### src/rtl/spi_slave_nbit.sv
// SPI slave for any CPOL/CPHA: decodes R/W + address + data frames into
// single-clk register write/read strobes on the system clock.
module spi_slave_nbit #(
  parameter int unsigned DATA_W = 8,
  parameter int unsigned ADDR_W = 7,
  parameter bit          CPOL   = 1'b0,
  parameter bit          CPHA   = 1'b0
) (
  input  logic              clk,
  input  logic              rst,
  input  logic              scl_i,
  input  logic              cs_i,
  input  logic              sdi_i,
  output logic              sdo_o,
  output logic              sdo_oe_o,
  output logic [ADDR_W-1:0] addr_o,
  output logic [DATA_W-1:0] wdata_o,
  output logic              wr_o,
  output logic              rd_o,
  input  logic [DATA_W-1:0] rdata_i,
  output logic              busy_o,
  output logic              abort_o
);

  localparam int unsigned CNT_W = 6;

  typedef enum logic [2:0] {IDLE, CMD, ADDR, WDATA, RLOAD, RDATA, DONE} state_t;

  state_t            state, state_nx;
  logic [2:0]        scl_sync, cs_sync;
  logic [1:0]        sdi_sync;
  logic              scl_s, scl_d, cs_s, cs_d, sdi_s;
  logic              lead_edge, trail_edge, sample_edge, shift_edge, cs_rise, cs_fall;
  logic [CNT_W-1:0]  cnt, cnt_nx;
  logic              addr_last, data_last;
  logic              rw, rw_nx, load_wait, load_wait_nx, wr_pend, wr_pend_nx, seen, seen_nx;
  logic [ADDR_W-1:0] addr_sr, addr_sr_nx, addr_shift, addr_nx;
  logic [DATA_W-1:0] data_sr, data_sr_nx, data_shift, tx_sr, tx_nx, wdata_nx;
  logic              sdo_nx, oe_nx, wr_nx, rd_nx, busy_nx, abort_nx;

  // Synchronizers are left out of reset so a cs already high at reset release
  // is never mistaken for a fresh cs rising edge.
  always_ff @(posedge clk) begin
    scl_sync <= {scl_sync[1:0], scl_i};
    cs_sync  <= {cs_sync[1:0], cs_i};
    sdi_sync <= {sdi_sync[0], sdi_i};
  end

  assign scl_s       = scl_sync[1];
  assign scl_d       = scl_sync[2];
  assign cs_s        = cs_sync[1];
  assign cs_d        = cs_sync[2];
  assign sdi_s       = sdi_sync[1];
  assign lead_edge   = (scl_d == CPOL) && (scl_s != CPOL);
  assign trail_edge  = (scl_d != CPOL) && (scl_s == CPOL);
  assign sample_edge = CPHA ? trail_edge : lead_edge;
  assign shift_edge  = CPHA ? lead_edge : trail_edge;
  assign cs_rise     = cs_s && !cs_d;
  assign cs_fall     = !cs_s && cs_d;
  assign addr_last   = (cnt == CNT_W'(ADDR_W - 1));
  assign data_last   = (cnt == CNT_W'(DATA_W - 1));
  assign addr_shift  = ADDR_W'({addr_sr, sdi_s});
  assign data_shift  = DATA_W'({data_sr, sdi_s});

  // Next-state and next-output logic
  always_comb begin
    state_nx     = state;
    cnt_nx       = cnt;
    rw_nx        = rw;
    load_wait_nx = load_wait;
    wr_pend_nx   = wr_pend;
    seen_nx      = seen;
    addr_sr_nx   = addr_sr;
    data_sr_nx   = data_sr;
    tx_nx        = tx_sr;
    addr_nx      = addr_o;
    wdata_nx     = wdata_o;
    oe_nx        = sdo_oe_o;
    wr_nx        = 1'b0;
    rd_nx        = 1'b0;
    abort_nx     = 1'b0;

    unique case (state)
      IDLE: begin
        if (cs_rise) begin
          state_nx = CMD;
          cnt_nx   = '0;
        end
      end
      CMD: begin
        if (sample_edge) begin
          rw_nx    = sdi_s;
          cnt_nx   = '0;
          state_nx = ADDR;
        end
      end
      ADDR: begin
        if (sample_edge) begin
          addr_sr_nx = addr_shift;
          cnt_nx     = cnt + CNT_W'(1);
          if (addr_last) begin
            addr_nx = addr_shift;
            cnt_nx  = '0;
            if (rw) begin
              state_nx     = RLOAD;
              rd_nx        = 1'b1;
              load_wait_nx = 1'b1;
            end else begin
              state_nx = WDATA;
            end
          end
        end
      end
      WDATA: begin
        if (wr_pend) begin
          wr_nx      = 1'b1;
          wr_pend_nx = 1'b0;
          state_nx   = DONE;
        end else if (sample_edge) begin
          data_sr_nx = data_shift;
          cnt_nx     = cnt + CNT_W'(1);
          if (data_last) begin
            wdata_nx   = data_shift;
            wr_pend_nx = 1'b1;
          end
        end
      end
      RLOAD: begin
        // First cycle: rd_o is out; rdata_i is valid on the next one.
        if (load_wait) begin
          load_wait_nx = 1'b0;
        end else begin
          tx_nx    = rdata_i;
          oe_nx    = 1'b1;
          seen_nx  = 1'b0;
          state_nx = RDATA;
        end
      end
      RDATA: begin
        if (sample_edge) begin
          seen_nx = 1'b1;
          cnt_nx  = cnt + CNT_W'(1);
          if (data_last) begin
            oe_nx    = 1'b0;
            state_nx = DONE;
          end
        end else if (shift_edge && seen) begin
          tx_nx = DATA_W'({tx_sr, 1'b0});
        end
      end
      DONE: begin
        if (cs_fall) state_nx = IDLE;
      end
      default: state_nx = IDLE;
    endcase

    // Incomplete frame: drop everything and flag it
    if (cs_fall && (state != IDLE) && (state != DONE)) begin
      state_nx     = IDLE;
      abort_nx     = 1'b1;
      wr_nx        = 1'b0;
      rd_nx        = 1'b0;
      oe_nx        = 1'b0;
      wr_pend_nx   = 1'b0;
      load_wait_nx = 1'b0;
    end

    sdo_nx  = (state_nx == RDATA) ? tx_nx[DATA_W-1] : 1'b0;
    busy_nx = (state_nx != IDLE);
  end

  always_ff @(posedge clk) begin
    if (rst) begin
      state     <= IDLE;
      cnt       <= '0;
      rw        <= 1'b0;
      load_wait <= 1'b0;
      wr_pend   <= 1'b0;
      seen      <= 1'b0;
      addr_sr   <= '0;
      data_sr   <= '0;
      tx_sr     <= '0;
      addr_o    <= '0;
      wdata_o   <= '0;
      sdo_o     <= 1'b0;
      sdo_oe_o  <= 1'b0;
      wr_o      <= 1'b0;
      rd_o      <= 1'b0;
      busy_o    <= 1'b0;
      abort_o   <= 1'b0;
    end else begin
      state     <= state_nx;
      cnt       <= cnt_nx;
      rw        <= rw_nx;
      load_wait <= load_wait_nx;
      wr_pend   <= wr_pend_nx;
      seen      <= seen_nx;
      addr_sr   <= addr_sr_nx;
      data_sr   <= data_sr_nx;
      tx_sr     <= tx_nx;
      addr_o    <= addr_nx;
      wdata_o   <= wdata_nx;
      sdo_o     <= sdo_nx;
      sdo_oe_o  <= oe_nx;
      wr_o      <= wr_nx;
      rd_o      <= rd_nx;
      busy_o    <= busy_nx;
      abort_o   <= abort_nx;
    end
  end

endmodule
### config.mk
export PLATFORM = sky130hd
export DESIGN_NAME = spi_slave_nbit
export DESIGN_NICKNAME = d
export VERILOG_FILES = /design/src/rtl/spi_slave_nbit.sv
export SDC_FILE = /design/constraint.sdc
export NUM_CORES = 1
export LEC_CHECK = 0
export ABC_AREA = 1
export BUFFER_PORTS_ARGS = -buffer_cell sky130_fd_sc_hd__buf_4
export CAP_MARGIN = 25
export CORE_MARGIN = 4
export CORE_UTILIZATION = 40
export DETAILED_ROUTE_END_ITERATION = 6
export PLACE_DENSITY = 0.67
export SYNTH_ARGS = -nofsm -noshare
export SYNTH_HDL_FRONTEND = slang
export SYNTH_SLANG_ARGS = --single-unit
### constraint.sdc
create_clock -name clk -period 1.65 [get_ports clk]
set_input_delay 0.0825 -clock clk [delete_from_list [all_inputs] [get_ports clk]]
set_output_delay 0.0825 -clock clk [all_outputs]
set_load 0.005 [all_outputs]
==> summary.txt <==
Synthesis
  • Register area share after synthesis: 47.93%
  • Number of synthesized register bits: 63
  • Gate Count Post-Synth: 338
  • Top-area cell type share of the netlist area: 47.93%
  • Top cells by area, synth: dfxtp_1 (48%), nand2_1 (11%), a21oi_1 (7.2%)
  • Cell variety after synth: 27
  • Leading area contributor after synthesis: dfxtp_1
  • Mapped Area: 2631 um^2
  • Mean Syn Cell Area: 7.785 um^2
  • Yosys warning total: 0
  • Synthesized Nets: 353

Worst setup path
  • CP required: 1.92 ns
  • Critical path endpoint category: register
  • Setup Crit Path Kind: reg -> reg
  • Crit start category: register
  • Max FO, Critical Path: 9
  • Critical Path AT: 1.82 ns

Die
  • Die Y: 89.11 um
  • Die W: 89.11 um
  • Number of top-level pins: 34
  • Initial Utilization: 41.20%
  • Die footprint: 7940 um^2
  • Cell row count: 29
  • Core area: 6386 um^2

CTS
  • Clock sinks: 63
  • CTS tree: done
  • Skew-Pair Late Insertion Delay: 0.34 ns
  • CTS clk-pin slew, worst paths: 0.07 ns
  • Clock Path Buffers: 2
  • Clk root buf: clkbuf_8
  • H-tree Lvls: 3
  • Number of CTS-inserted buffers: 9

Run status
  • Status: complete, no violations

Timing
  • Worst hold slack: 0.03791 ns
  • Final setup fails: 0
  • TNS Setup: 0 ns
  • Max Slew Vio Count: 0
  • Fin crit period: 1.543 ns
  • F_max: 648.1 MHz
  • Final setup skew: 0.005616 ns
  • Worst-margin pin slew: 0.3059 ns
  • Max-slew headroom: 79.58%
  • Fin. Hold Viols: 0
  • Fin crit share: 93.52%

Pwr
  • Pwr/cell area: 933.5 nW/um^2
  • Worst vdd ir: 0.0005750 V
  • Pleak: 1.442 nW

Route
  • TritonRoute pass-1 iters: 4
  • Post-route ant nets: 0
  • Remaining DRCs: 0
  • Vias: 2257
  • Initial DRC Count: 105
  • WL per Instance: 12.15 um
  • Via density: 4.843
  • Total wire length: 5661 um

Finish
  • Area growth syn-to-layout: 22.40%
  • Register area: 1264 um^2
  • Multi-input logic area: 1187 um^2
  • Share of post-route cells with drive strength above 1: 21.08%
  • Nets@finish: 399
  • Fill cells: 609
  • ANT cells: 0

Flow run
  • Total of max-cap violations: 0

Placement
  • Post-detail-place hpwl: 3994 um
  • RD Place Congestion: 0.8708
  • Buffers on Ports: 33

Global route
  • First-pass GRT wire length: 9480 um
  • Overall routing resource usage: 15.50%
  • Total gr overflow: 0
  • Vias in the first global route: 2088
  • Largest net degree at the start of global routing: 25
  • Antenna violations before repair: 0

Worst hold path
  • Min-Delay Path Class: in -> reg
## state kept, by name, indices dropped and copies added, names as in the netlist
| name | flops |
|---|---|
| abort_o | 1 |
| addr_o | 7 |
| addr_sr | 6 |
| busy_o | 1 |
| cnt | 6 |
| cs_sync | 3 |
| data_sr | 7 |
| load_wait | 1 |
| rd_o | 1 |
| rw | 1 |
| scl_sync | 3 |
| sdi_sync | 2 |
| sdo_o | 1 |
| sdo_oe_o | 1 |
| seen | 1 |
| state | 3 |
| tx_sr | 8 |
| wdata_o | 8 |
| wr_o | 1 |
| wr_pend | 1 |
## layer usage
layer | routed length [um] | vias up | global-route usage, % | part of all wire, %
li1 | - | 1180 | - | -
met1 | 2577 | 1024 | 19.32 | 46
met2 | 2719 | 41 | 24.51 | 48
met3 | 261 | 12 | 4.608 | 4.6
met4 | 104 | 0 | 7.442 | 1.8
met5 | 0 | - | 0 | 0
## stage by stage
step | instances | power [mW] | utilization, % | worst slack [ns] | instance area [um^2]
after detailed placement | 443 | 1.745 | 46.04 | 0.09569 | 2940
after CTS | 462 | 3.038 | 49.49 | 0.05984 | 3161
after global placement | 443 | 1.746 | 46.04 | 0.1051 | 2940
final | 466 | 3.006 | 50.43 | 0.1070 | 3221
after floorplan | 338 | 1.687 | - | 0.2852 | 2631
after global routing | 466 | 3.135 | 50.43 | -0.01326 | 3221
## cell families (layout without fill, tap and decap cells)
group | after synthesis | in the layout | synth area share (%)
xor+xnor | 2 | 2 | 0.6658
simple gates | 151 | 151 | 27.72
flops | 63 | 63 | 47.93
compound gates | 72 | 72 | 14.84
buf+inv | 48 | 99 | 7.893
fa+ha+maj | 2 | 2 | 0.9509
## path summary, 6_finish.rpt
check	startpoint	endpoint	slack, ns	depth (start not counted)
max	cnt[1]$_SDFFE_PP0P_	wdata_o[5]$_SDFFE_PP0P_	0.11	8
min	rdata_i[1]	tx_sr[1]$_SDFFE_PP0P_	0.04	3
max reg2reg	cnt[1]$_SDFFE_PP0P_	wdata_o[5]$_SDFFE_PP0P_	0.11	8
min reg2reg	cs_sync[0]$_DFF_P_	cs_sync[1]$_DFF_P_	0.33	0
## cells in the final DEF (no fill, tap or decap)
master	count
nand3_4	2
nand3_2	2
a21oi_1	38
nor3_1	2
a211oi_1	4
o211ai_1	2
clkinv_2	3
nand4_1	1
nor2_1	32
bufinv_16	1
dfxtp_2	2
inv_2	2
nand2_4	1
o21ai_0	22
nor2_4	7
ha_2	1
nand3_1	15
buf_4	39
inv_1	38
dlygate4sd3_1	4
nand2_2	6
dfxtp_1	61
nor2_2	4
a22oi_1	6
xor2_1	2
clkbuf_8	10
ha_1	1
clkbuf_1	2
nand2_1	76
nand3b_1	1
nor2_8	2
## final cells by class
type,instances,area share [%]
inverters,40,4.662
well taps,77,2.991
clock inverters,4,1.399
flip-flops and latches,63,39.24
repair buffers,43,10.33
clock buffers,12,4.507
multi-input cells,227,36.87
## report_power, final
part / internal, mW / switching (mW)
sequential: 1.54 / 0.0176
clock: 0.731 / 0.554
combinational: 0.0616 / 0.0980
## Yosys cell counts
library cell  instances
a211oi_1              4
a21oi_1              38
a22oi_1               6
buf_2                 1
buf_6                 2
buf_8                 1
clkbuf_1              4
dfxtp_1              63
ha_1                  2
inv_1                38
inv_2                 2
nand2_1              78
nand2_2               4
nand2_4               1
nand3_1              16
nand3_2               1
nand3_4               2
nand3b_1              1
nand4_1               1
nor2_1               35
nor2_2                2
nor2_4                6
nor2_8                2
nor3_1                2
o211ai_1              2
o21ai_0              22
xor2_1                2
## critical path, stage by stage, from the launching register on
cell,delay [ns]
dfxtp_1,0.37
ha_2,0.22
inv_1,0.05
nor2_2,0.14
nand2_2,0.12
nor2_8,0.19
buf_4,0.19
o21ai_0,0.08
a21oi_1,0.11
## what timing repair did
action,CTS,global route
resized for setup,0,11
hold buffers,3,1
endpoints found under the hold margin,3,1
setup endpoints to repair,0,17
buffers inserted,0,3
(Power assumes the default switching activity.)
